===== config.mk =====
export PLATFORM = sky130hd
export DESIGN_NAME = light_status_display
export DESIGN_NICKNAME = d
export VERILOG_FILES = /design/src/rtl/light_pkg.sv /design/src/rtl/seg7_decoder.sv /design/src/rtl/light_status_display.sv
export SDC_FILE = /design/constraint.sdc
export NUM_CORES = 1
export LEC_CHECK = 0
export BUFFER_PORTS_ARGS = -buffer_cell sky130_fd_sc_hd__buf_2
export CAP_MARGIN = 25
export CORE_ASPECT_RATIO = 0.8
export CORE_MARGIN = 2
export CORE_UTILIZATION = 60
export CTS_CLUSTER_DIAMETER = 120
export DETAILED_ROUTE_END_ITERATION = 10
export PLACE_DENSITY = 0.79
export SYNTH_ARGS = -nofsm -noshare
export SYNTH_HDL_FRONTEND = slang
export SYNTH_HIERARCHICAL = 1
export SYNTH_SLANG_ARGS = --single-unit

===== constraint.sdc =====
create_clock -name Clk -period 10.8 [get_ports Clk]
set_clock_uncertainty 0.1 [all_clocks]
set_input_delay 0 -clock Clk [delete_from_list [all_inputs] [get_ports Clk]]
set_output_delay 0 -clock Clk [all_outputs]
set_load 0.1 [all_outputs]

===== src/rtl/light_pkg.sv =====
// ============================================================================
// Module      : light_pkg
// Description : Shared types, seven-segment constants and the elaboration-time
//               seconds-load helper for the traffic-light status display.
// Revision    : 1.0 - initial release
// ============================================================================
`default_nettype none

package light_pkg;

  // Decoded display phase; FLT covers any multi-enable combination
  typedef enum logic [2:0] {
    OFF    = 3'd0,
    GREEN  = 3'd1,
    YELLOW = 3'd2,
    RED    = 3'd3,
    FLT    = 3'd4
  } phase_e;

  // Active-low {g,f,e,d,c,b,a}
  localparam logic [6:0] SEG_BLANK = 7'h7F;
  localparam logic [6:0] SEG_DASH  = 7'h3F;

  // ceil(cyc/hz) saturated at 99, returned as {tens, ones} BCD
  function automatic logic [7:0] sec_bcd(input int unsigned cyc, input int unsigned hz);
    int unsigned s;
    if (hz == 0) begin
      s = 99;
    end else begin
      s = (cyc + hz - 1) / hz;
    end
    if (s > 99) begin
      s = 99;
    end
    return {4'(s / 10), 4'(s % 10)};
  endfunction

endpackage

`default_nettype wire


===== src/rtl/seg7_decoder.sv =====
// ============================================================================
// Module      : seg7_decoder
// Description : Combinational BCD digit to active-low seven-segment pattern
//               {g,f,e,d,c,b,a}. Non-decimal codes render blank.
// Revision    : 1.0 - initial release
// ============================================================================
`default_nettype none

module seg7_decoder
  import light_pkg::*;
(
  input  logic [3:0] i_bcd,
  output logic [6:0] o_seg
);

  // Digit lookup
  always_comb begin
    o_seg = SEG_BLANK;
    case (i_bcd)
      4'd0:    o_seg = 7'h40;
      4'd1:    o_seg = 7'h79;
      4'd2:    o_seg = 7'h24;
      4'd3:    o_seg = 7'h30;
      4'd4:    o_seg = 7'h19;
      4'd5:    o_seg = 7'h12;
      4'd6:    o_seg = 7'h02;
      4'd7:    o_seg = 7'h78;
      4'd8:    o_seg = 7'h00;
      4'd9:    o_seg = 7'h10;
      default: o_seg = SEG_BLANK;
    endcase
  end

endmodule

`default_nettype wire


===== src/rtl/light_status_display.sv =====
// ============================================================================
// Module      : light_status_display
// Description : Lamp drivers, two-digit seconds-remaining countdown and
//               illegal-enable flag for the traffic-light controller outputs.
//               Optional macro LIGHT_DISPLAY_BLINK_EN flashes the yellow lamp.
// Revision    : 1.0 - initial release
// ============================================================================
`default_nettype none

module light_status_display
  import light_pkg::*;
#(
  parameter int unsigned CLK_HZ     = 50_000_000,
  parameter int unsigned GREEN_CYC  = 180_000_000,
  parameter int unsigned YELLOW_CYC = 60_000_000,
  parameter int unsigned RED_CYC    = 70_000_000,
  parameter int unsigned BLINK_CYC  = 12_500_000
) (
  input  logic       Clk,
  input  logic       Reset_n,
  input  logic       GREEN_EN,
  input  logic       YELLOW_EN,
  input  logic       RED_EN,
  output logic       LED_G,
  output logic       LED_Y,
  output logic       LED_R,
  output logic [6:0] HEX_TENS,
  output logic [6:0] HEX_ONES,
  output logic [1:0] PHASE,
  output logic       FAULT
);

  localparam int unsigned c_PRE_W = (CLK_HZ > 1) ? $clog2(CLK_HZ) : 1;
  localparam int unsigned c_BLK_W = (BLINK_CYC > 1) ? $clog2(BLINK_CYC) : 1;
  localparam logic [c_PRE_W-1:0] c_PRE_MAX = c_PRE_W'(CLK_HZ - 1);
  localparam logic [c_BLK_W-1:0] c_BLK_MAX = c_BLK_W'(BLINK_CYC - 1);
  localparam logic [7:0] c_LOAD_G = sec_bcd(GREEN_CYC, CLK_HZ);
  localparam logic [7:0] c_LOAD_Y = sec_bcd(YELLOW_CYC, CLK_HZ);
  localparam logic [7:0] c_LOAD_R = sec_bcd(RED_CYC, CLK_HZ);

  logic [2:0]         r_en_q;
  phase_e             r_state;
  phase_e             w_next;
  logic [c_PRE_W-1:0] r_pre,  w_pre_nxt;
  logic [c_BLK_W-1:0] r_bcnt, w_bcnt_nxt;
  logic [7:0]         r_sec,  w_sec_nxt;
  logic               r_blink, w_blink_nxt;
  logic               w_entry;
  logic [6:0]         w_dec_t, w_dec_o;
  logic               w_led_g, w_led_y, w_led_r, w_fault;
  logic [6:0]         w_hex_t, w_hex_o;
  logic [1:0]         w_phase;

  // Next state is simply the decoded registered enables
  always_comb begin
    w_next = FLT;
    case (r_en_q)
      3'b000:  w_next = OFF;
      3'b001:  w_next = GREEN;
      3'b010:  w_next = YELLOW;
      3'b100:  w_next = RED;
      default: w_next = FLT;
    endcase
  end

  assign w_entry = (w_next != r_state);

  // Prescaler, BCD countdown and blink counter next values
  always_comb begin
    w_pre_nxt   = r_pre;
    w_sec_nxt   = r_sec;
    w_bcnt_nxt  = r_bcnt;
    w_blink_nxt = r_blink;
    if (w_entry) begin
      w_pre_nxt   = '0;
      w_bcnt_nxt  = '0;
      w_blink_nxt = 1'b1;
      case (w_next)
        GREEN:   w_sec_nxt = c_LOAD_G;
        YELLOW:  w_sec_nxt = c_LOAD_Y;
        RED:     w_sec_nxt = c_LOAD_R;
        default: w_sec_nxt = 8'h00;
      endcase
    end else begin
      if (r_bcnt == c_BLK_MAX) begin
        w_bcnt_nxt  = '0;
        w_blink_nxt = ~r_blink;
      end else begin
        w_bcnt_nxt = r_bcnt + 1'b1;
      end
      if (w_next == GREEN || w_next == YELLOW || w_next == RED) begin
        if (r_pre == c_PRE_MAX) begin
          w_pre_nxt = '0;
          // Saturate at 00; otherwise borrow from tens when ones is 0
          if (r_sec == 8'h00) begin
            w_sec_nxt = 8'h00;
          end else if (r_sec[3:0] == 4'd0) begin
            w_sec_nxt = {r_sec[7:4] - 4'd1, 4'd9};
          end else begin
            w_sec_nxt = {r_sec[7:4], r_sec[3:0] - 4'd1};
          end
        end else begin
          w_pre_nxt = r_pre + 1'b1;
        end
      end
    end
  end

  seg7_decoder u_dec_tens (.i_bcd(w_sec_nxt[7:4]), .o_seg(w_dec_t));
  seg7_decoder u_dec_ones (.i_bcd(w_sec_nxt[3:0]), .o_seg(w_dec_o));

  // Lamp, digit and phase values for the upcoming cycle
  always_comb begin
    w_led_g = 1'b0;
    w_led_y = 1'b0;
    w_led_r = 1'b0;
    w_fault = 1'b0;
    w_hex_t = SEG_BLANK;
    w_hex_o = SEG_BLANK;
    w_phase = 2'd0;
    case (w_next)
      GREEN: begin
        w_led_g = 1'b1;
        w_phase = 2'd1;
      end
      YELLOW: begin
`ifdef LIGHT_DISPLAY_BLINK_EN
        w_led_y = w_blink_nxt;
`else
        w_led_y = 1'b1;
`endif
        w_phase = 2'd2;
      end
      RED: begin
        w_led_r = 1'b1;
        w_phase = 2'd3;
      end
      FLT: begin
        w_led_r = w_blink_nxt;
        w_fault = 1'b1;
        w_hex_t = SEG_DASH;
        w_hex_o = SEG_DASH;
      end
      default: ;
    endcase
    if (w_next == GREEN || w_next == YELLOW || w_next == RED) begin
      // Leading tens zero is suppressed; ones always shown
      w_hex_t = (w_sec_nxt[7:4] == 4'd0) ? SEG_BLANK : w_dec_t;
      w_hex_o = w_dec_o;
    end
  end

  // State register plus all registered counters and outputs
  always_ff @(posedge Clk or negedge Reset_n) begin
    if (!Reset_n) begin
      r_en_q   <= 3'b000;
      r_state  <= OFF;
      r_pre    <= '0;
      r_sec    <= 8'h00;
      r_bcnt   <= '0;
      r_blink  <= 1'b0;
      LED_G    <= 1'b0;
      LED_Y    <= 1'b0;
      LED_R    <= 1'b0;
      FAULT    <= 1'b0;
      HEX_TENS <= SEG_BLANK;
      HEX_ONES <= SEG_BLANK;
      PHASE    <= 2'd0;
    end else begin
      r_en_q   <= {RED_EN, YELLOW_EN, GREEN_EN};
      r_state  <= w_next;
      r_pre    <= w_pre_nxt;
      r_sec    <= w_sec_nxt;
      r_bcnt   <= w_bcnt_nxt;
      r_blink  <= w_blink_nxt;
      LED_G    <= w_led_g;
      LED_Y    <= w_led_y;
      LED_R    <= w_led_r;
      FAULT    <= w_fault;
      HEX_TENS <= w_hex_t;
      HEX_ONES <= w_hex_o;
      PHASE    <= w_phase;
    end
  end

endmodule

`default_nettype wire


# Word-level counts from Yosys, hierarchy flattened
# Memory sizes are Yosys's and may differ from the RTL's.
# Index checks and enable logic that the tools add are counted.
[op_classes] n_div=0 bitwise_logic=1 n_lt_le_gt_ge=0 reduce_logical=8 add_sub_neg=4 n_mul=0 shifts=0 n_eq_ne=10 mux=23
[ops] operator="26-bit 2-to-1 mux" n=3
[ops] operator="24-bit 2-to-1 mux" n=2
[ops] operator="8-bit 2-to-1 mux" n=5
[ops] operator="7-bit 2-to-1 mux" n=4
[ops] operator="26-bit by 1-bit adder with 26-bit output (second input constant)" n=1
[ops] operator="26-bit equality test (second input constant)" n=1
[ops] operator="24-bit by 1-bit adder with 24-bit output (second input constant)" n=1
[ops] operator="24-bit equality test (second input constant)" n=1
[ops] operator="3-bit case mux with 4 select lines" n=1
[ops] operator="3-bit by 2-bit equality test with 1-bit output (second input constant)" n=3
[ops] operator="4-bit zero test" n=2
[ops] operator="8-bit zero test" n=1
[ops] operator="4-bit by 1-bit subtractor with 4-bit output (second input constant)" n=2
[ops] operator="3-bit by 1-bit equality test with 1-bit output (second input constant)" n=2
[ops] operator="3-bit equality test (second input constant)" n=2
[ops] operator="2-bit case mux with 3 select lines" n=1
[ops] operator="3-bit case mux with 2 select lines" n=1
[ops] operator="1-bit 2-to-1 mux" n=5
[ops] operator="3-bit zero test" n=1
[ops] operator="3-bit != test" n=1
[ops] operator="1-bit logical OR" n=2
[ops] operator="1-bit case mux with 2 select lines" n=1
[ops] operator="2-bit nonzero test" n=1
[ops] operator="2-bit OR reduction" n=1
[ops] operator="1-bit NOT" n=1
[word_totals] elab_cells=61 out_inout_bits=20 latchBits=0 ram_bits=0 register_bits=85 romBits=224 input_bits=5 n_memories=2
[memory_table] name="(name not given)" depth=16 width=7 read_ports=1 rd_clocked_by_memory_dff=0 wr=0 line_no="seg7_decoder.sv:19" rtl="case (i_bcd)"
[memory_table] name="(name not given)" depth=16 width=7 read_ports=1 rd_clocked_by_memory_dff=0 wr=0 line_no="seg7_decoder.sv:19"

# Logic depth before layout (Yosys ltp)
# Gate-level depths: netlist (run 1).
[depth] ltp_word=10 ltp_mapped=16 depth_no_buf=14

# Cells and area by module
# The synthesis (run 1) kept the hierarchy.
[by_module_without_submodules] mod="light_status_display" cells_per_inst=426 seq_area_each_um2=2094.5 area_per_inst_um2=4137.7 n_inst=1
[by_module_without_submodules] mod="seg7_decoder" cells_per_inst=33 seq_area_each_um2=0.0 area_per_inst_um2=210.2 n_inst=2

# Least setup slack after synthesis (run 1)
# No wires, ideal clock.
[synth_path] path_type="register to register" startpoint="register r_pre[0]" endpoint="register HEX_ONES[3]" path_stages_with_launch=15 required_time_ns=10.616 n_path_buf=1 setup_time_ns=0.084 synth_period_minus_slack_ns=3.400 arrival_ns=3.215 setup_slack_ns=7.400 cell_sequence="dfrtp_1 -> ha_1 -> nand2_1 -> or4_4 -> or3_4 -> buf_6 -> nor3_1 -> a21oi_1 -> o21ai_0 -> inv_1 -> ha_1 -> or2_1 -> a21oi_2 -> a31oi_1 -> or2_2"
[synth_via] elab_chain_cells=6
[synth_rtl] item="start, declared" line_no="light_status_display.sv:44" rtl="logic [c_PRE_W-1:0] r_pre, w_pre_nxt;"
[synth_rtl] item="start signal, assigned" line_no="light_status_display.sv:172" rtl="r_pre <= w_pre_nxt;"
[synth_rtl] item="26-bit equality test" line_no="light_status_display.sv:92" rtl="if (r_pre == c_PRE_MAX) begin"
[synth_rtl] item="8-bit 2-to-1 mux" line_no="light_status_display.sv:92"
[synth_rtl] item="8-bit 2-to-1 mux" line_no="light_status_display.sv:91" rtl="if (w_next == GREEN || w_next == YELLOW || w_next == RED) begin"
[synth_rtl] item="8-bit 2-to-1 mux" line_no="light_status_display.sv:74" rtl="if (w_entry) begin"
[synth_rtl] item="via w_sec_nxt[1]" line_no="light_status_display.sv:46" rtl="logic [7:0] r_sec, w_sec_nxt;"
[synth_rtl] item="memory 16 x 7 bit"
[synth_rtl] item="via w_dec_o[3]" line_no="light_status_display.sv:49" rtl="logic [6:0] w_dec_t, w_dec_o;"
[synth_rtl] item="7-bit 2-to-1 mux" line_no="light_status_display.sv:146" rtl="if (w_next == GREEN || w_next == YELLOW || w_next == RED) begin"
[synth_rtl] item="via w_hex_o[3]" line_no="light_status_display.sv:51" rtl="logic [6:0] w_hex_t, w_hex_o;"
[synth_rtl] item="end signal, assigned" line_no="light_status_display.sv:181" rtl="HEX_ONES <= w_hex_o;"
[synth_rtl] item="end, declared" line_no="light_status_display.sv:28" rtl="output logic [6:0] HEX_ONES,"
# The timed path passes the listed nets, and every way through them passes these cells.
# A chain may end at the register's enable or synchronous reset.

# Final worst setup path (run 1)
[layout_path] startpoint="register r_pre[0]" endpoint="register HEX_ONES[6]"
# Same word-level chain as after synthesis.

==> results of run 1 <==
timing repair:
action,CTS,global route
hold endpoints to repair,72,14
resized for setup,0,0
hold buffers,4,1
buffers inserted,0,0
Yosys cell counts, drive strengths merged, types with 2 or more instances:
cell and count:
dfrtp 69, nor4 11, xor2 25, nand2 37, clkbuf 10, a21boi 2
o21a 2, xnor2 19, a21oi 24, nand2b 12, nor2 73, and3 12
nand3 21, o211ai 2, or2b 3, maj3 2, or2 10, or4 9
nand4b 3, and4 4, nor4b 3, nor4bb 3, o21ai 26, or3 6
nand4 13, nor3 13, buf 12, ha 15, nor2b 3, inv 17
a31oi 3, dfstp 14
metal layers:
metal | vias to the layer above | global-route usage, % | share of wire [%]
li1 | 1747 | - | -
met1 | 1672 | 35.1 | 49
met2 | 82 | 36.8 | 45
met3 | 10 | 6.30 | 5.1
met4 | 0 | 7.57 | 0.98
met5 | - | 0 | 0
logic make-up (layout without fill, tap and decap cells):
logic type               count (synthesis)  count (layout)  share of synthesized area [%]
XOR/XNOR                                44              44                           8.45
buffers and inverters                   39              65                           4.01
flip-flops                              83              83                           46.0
adder cells (fa/ha/maj)                 17              17                           4.56
AND/OR/NAND/NOR                        241             241                           28.1
AO/OA/AOI/OAI                           66              66                           8.43
multiplexers                             2               2                          0.467
cell type report:
class	instances	area share, %
inverter	17	1.27
clock buffer	11	2.82
clock inverter	4	1.47
sequential	83	41.8
timing repair buffer	33	4.45
multi-input combinational	370	45.5
tap	105	2.62
report_power, final:
group	switching, W	internal [W]
clock	0.000110	0.000136
combinational	0.0000715	0.0000195
sequential	0.00000713	0.000321
total	0.000189	0.000476
per-stage QoR:
stage,instance area (um2),std cells,util [%],total power (W),hold WS [ps]
floorplan,4560,492,-,0.000402,-396
global placement,4710,601,63.7,0.000420,8.83
detailed placement,4710,601,63.7,0.000422,9.32
CTS,4960,620,67.1,0.000670,161
global route,5010,623,67.8,0.000693,171
finish,5010,623,67.8,0.000665,180
worst reg2reg max path, delay by kind of cell, from the launching register on:
kind | cells | cell delay, ps
simple gates | 6 | 1960
flops | 1 | 390
compound gates | 5 | 1120
fa+ha+maj | 1 | 220
path summary, 6_finish.rpt:
check	from	to	cells after the start	slack, ps
max	r_pre[0]	HEX_ONES[6]	12	6920
min	GREEN_EN	r_en_q[0]	2	180
max reg2reg	r_pre[0]	HEX_ONES[6]	12	6920
min reg2reg	r_bcnt[0]	r_bcnt[0]	1	390
max in group asynchronous	Reset_n	HEX_ONES[0]	4	9460
min in group asynchronous	Reset_n	r_pre[20]	3	490
state kept, by name (all words and copies together), names as in the netlist:
signal,cells
r_pre,26
r_bcnt,24
r_sec,8
HEX_ONES,7
HEX_TENS,7
r_en_q,3
PHASE,2
FAULT,1
LED_G,1
LED_R,1
LED_Y,1
r_blink,1
r_state,1
==> results.py, run 1 <==
metrics = {
    "run_status": {
        "status": "complete, no violations",
    },
    "final_layout": {
        "num_antenna_cells": 0,
        "area_delta_synth_final_pct": 9.88,
        "layout_common_cells": "73 x nor2_1, 69 x dfrtp_1, 37 x nand2_1",
        "final_common_cell": "nor2_1",
        "multi_input_area_mm2": 0.00228,
        "n_fill_cell": 615,
        "nNetsFinal": 534,
        "regArea_mm2": 0.00209,
        "drive_gt1_share_pct": 14.3,
    },
    "clocking": {
        "clk_pin_slew_worst_paths_ps": 90,
        "clockRootBuffer": "clkbuf_8",
        "cts_made_buffers": 9,
        "cts_sinks": 83,
        "cts_max_path_buffers": 2,
        "h-tree-depth": 3,
        "cts_tree": "yes",
        "clock_latency_ps": 370,
    },
    "synth": {
        "async_flop_share_pct": 100,
        "post_synth.cell_area_avg_um2": 9.26,
        "syn_nets": 512,
        "synth_area_leaders": "dfrtp_1 38%, dfstp_2 8.1%, nor2_1 6.0%",
        "yosys_warnings": 6,
        "synth_cell_types": 57,
        "ys_seq_area_share_pct": 46.0,
        "synth_cells": 492,
        "synth_edf_count": 0,
        "synth.top_cell.area_share_pct": 37.9,
        "ys_dominant_reg_cell": "dfrtp_1",
        "netlist_area_mm2": 0.00456,
        "synth_seq_cells": 83,
        "yosys.area.top_type": "dfrtp_1",
    },
    "flow_run": {
        "cap_violations": 0,
    },
    "floorplanning": {
        "die_area_mm2": 0.00831,
        "coreArea_mm2": 0.00739,
        "io_pins": 25,
        "std_cell_rows": 28,
        "die_w_um": 101,
        "initial_core_util_pct": 61.7,
        "die_h_um": 82.0,
    },
    "pwr": {
        "irDropWorstVdd_uv": 93.0,
        "powerDensity_mw_per_mm2": 133,
        "leakagePower_nw": 2.03,
    },
    "placement": {
        "gp_congestion": 0.944,
        "dp_hpwl_um": 6280,
        "dp_worst_setup_slack_ps": 6970,
        "io_buffers": 24,
    },
    "timing": {
        "finalHoldViolCount": 0,
        "clock.fmax_mhz": 258,
        "drv_slew": 0,
        "max_slew.worst_pin.slew_ps": 728,
        "min_period_ps": 3880,
        "tns_ps": 0,
        "rsz0062_at_grt": "false",
        "maxSlewHeadroom_pct": 51.0,
        "finalCritPeriodShare_pct": 35.9,
        "setup_ws_ps": 6920,
        "setup_viol": 0,
    },
    "hold_path": {
        "hold_path.class": "in -> reg",
    },
    "worst_setup_path": {
        "critical_path.cell_chain": "ha_1 > nand2_1 > or4_4 > or3_4 > or4_1 > a21oi_1 > or2b_1 > a21oi_1 > nor2_1 > o21a_1 > a21oi_1 > o21ai_0",
        "crit_slowest_cell": "a21oi_1",
        "endpoint_kind": "flip-flop",
        "cp_max_fo": 12,
        "critPathLaunchType": "flip-flop",
        "critPathBufInv": 0,
        "critPathMostFrequentCell": "a21oi_1",
        "cp_top_family": "simple AND/OR/NAND/NOR gates",
        "max_stage_delay_ps": 610,
        "worstSetupPathType": "reg -> reg",
        "critPathRequiredTime_ps": 10980,
        "crit_arrival_ps": 4050,
    },
    "routing": {
        "dr_total_vias": 3511,
        "drt-wirelength-per-cell_um": 15.0,
        "ant_nets": 0,
        "drc_errors": 0,
        "first_iter_violations": 210,
        "routed_wl_um": 9320,
        "drt_first_pass_iters": 4,
        "routed_via_density": 5.64,
    },
    "global_route": {
        "grt_max_degree": 84,
        "antenna_found_initial": 0,
        "first_global_vias": 3292,
        "track_usage_pct": 24.6,
        "grt_first_pass_wirelength_um": 15800,
        "overflow": 0,
    },
}
Note: power is estimated with default switching activity, not from simulation.
==> run 2, diff against run 1 <==
clock period = 3.6 ns   (was 10.8 ns; I/O delays follow)
==> results.py, run 2 (synthesis gave the netlist of run 1 again) <==
metrics = {
    "timing": {
        "max_slew.worst_pin.slew_ps": 724,
        "maxSlewHeadroom_pct": 51.7,
        "finalHoldViolCount": 0,
        "finalCritPeriodShare_pct": 96.3,
        "drv_slew": 0,
        "clock.fmax_mhz": 288,
        "setup_viol": 0,
        "min_period_ps": 3470,
    },
    "routing": {
        "drt_first_pass_iters": 4,
        "drt-wirelength-per-cell_um": 15.1,
        "wl_met2_um": 4380,
        "routed_via_density": 5.66,
        "ant_nets": 0,
        "dr_total_vias": 3604,
        "drt-met1-wl_um": 4720,
        "top_layer_used": "met4",
        "first_iter_violations": 251,
        "drc_errors": 0,
        "dr_wl_met3_um": 417,
        "routed_wl_um": 9620,
    },
    "global_route": {
        "antenna_found_initial": 0,
        "grt_max_degree": 84,
        "overflow": 0,
        "track_usage_pct": 25.1,
        "first_global_vias": 3360,
        "grt_first_pass_wirelength_um": 16300,
    },
    "final_layout": {
        "final_util_pct": 69.5,
        "drive_gt1_share_pct": 18.0,
        "num_antenna_cells": 0,
        "largest_reg_flops": 26,
        "stdcell_area_mm2": 0.00514,
        "top_register": "r_pre",
        "largest_registers": "r_pre: 26 flops, r_bcnt: 24 flops, r_sec: 8 flops",
        "layout_common_cells": "71 x nor2_1, 68 x dfrtp_1, 37 x nand2_1",
        "nNetsFinal": 547,
        "final_common_cell": "nor2_1",
        "area_delta_synth_final_pct": 12.8,
        "finalNonFillerCells": 637,
    },
    "clocking": {
        "cts_made_buffers": 9,
        "clock_latency_ps": 350,
        "cts_setup_buffers": 0,
        "clk_pin_slew_worst_paths_ps": 80,
        "clockRootBuffer": "clkbuf_8",
        "cts_max_path_buffers": 2,
        "cts_tree": "yes",
        "cts_sinks": 83,
        "h-tree-depth": 3,
    },
    "placement": {
        "dp.cells": 615,
        "io_buffers": 24,
        "place_area_mm2": 0.00481,
        "dp_hpwl_um": 6710,
        "gp_congestion": 0.915,
    },
    "worst_setup_path": {
        "critPathRequiredTime_ps": 3780,
        "regToRegSetupSlack_ps": 130,
        "cp_max_fo": 11,
        "critPathLaunchType": "flip-flop",
        "worstSetupPathType": "reg -> reg",
        "crit_arrival_ps": 3640,
        "endpoint_kind": "flip-flop",
    },
    "floorplanning": {
        "initial_core_util_pct": 61.7,
        "die_h_um": 82.0,
        "io_pins": 25,
        "std_cell_rows": 28,
        "coreArea_mm2": 0.00739,
        "die_w_um": 101,
        "die_area_mm2": 0.00831,
    },
    "pwr": {
        "p_total_w": 0.00201,
        "irDropWorstVdd_uv": 282,
        "leakagePower_nw": 2.10,
        "powerDensity_mw_per_mm2": 391,
    },
    "flow_run": {
        "cap_violations": 0,
    },
    "run_status": {
        "status": "complete, no violations",
    },
    "hold_path": {
        "hold_path.class": "in -> reg",
    },
}
-- run 2: worst paths after layout --
check / to / cells past startpoint / from
max in group asynchronous: HEX_ONES[0] / 4 / Reset_n
worst min-delay path: r_en_q[2] / 2 / RED_EN
worst max-delay path: HEX_ONES[6] / 12 / r_pre[0]
min in group asynchronous: r_pre[17] / 3 / Reset_n
worst max register to register: HEX_ONES[6] / 12 / r_pre[0]
worst min register to register: r_bcnt[0] / 1 / r_bcnt[0]
-- run 2: cell type report --
type	count	area, um2
flip-flops and latches	83	2100
clock buffers	11	141
clock inverters	5	77.6
well taps	105	131
multi-input cells	370	2310
inverters	17	63.8
fillers	585	2250
repair buffers	46	320
-- run 2: what timing repair did --
| action | 4_1_cts | 5_1_grt |
|---|---|---|
| hold buffers | 4 | 1 |
| setup endpoints to repair | 0 | 9 |
| endpoints found under the hold margin | 72 | 12 |
| resized for setup | 0 | 10 |
-- run 2: power breakdown --
| part | internal [W] | switching, W | total [W] |
|---|---|---|---|
| Clock | 0.000408 | 0.000331 | 0.000739 |
| Sequential | 0.000962 | 0.0000206 | 0.000982 |
| Combinational | 0.0000663 | 0.000220 | 0.000286 |
-- run 2: metrics by stage --
stage | setup slack, ps | setup TNS [ps] | hold slack (ps)
floorplan | 200 | 0 | -396
global placement | 280 | 0 | 8.92
detailed placement | 125 | 0 | 10.2
CTS | 107 | 0 | 181
global route | -16.0 | -16.0 | 182
finish | 133 | 0 | 190
-- run 2: worst max-delay path: stages (launching register included) --
cell	delay, ps
dfrtp_1	390
ha_1	220
nand2_1	110
or4_4	560
or3_4	420
or4_1	490
a21oi_1	210
or2b_1	310
a21oi_2	150
nor2_2	60
o21a_1	170
a21oi_1	110
o21ai_0	90
-- run 2: per-layer routing --
layer	vias up	global-route usage, %
met5	-	0
met4	0	7.57
met3	8	4.77
met2	81	38.8
met1	1747	36.0
li1	1768	-
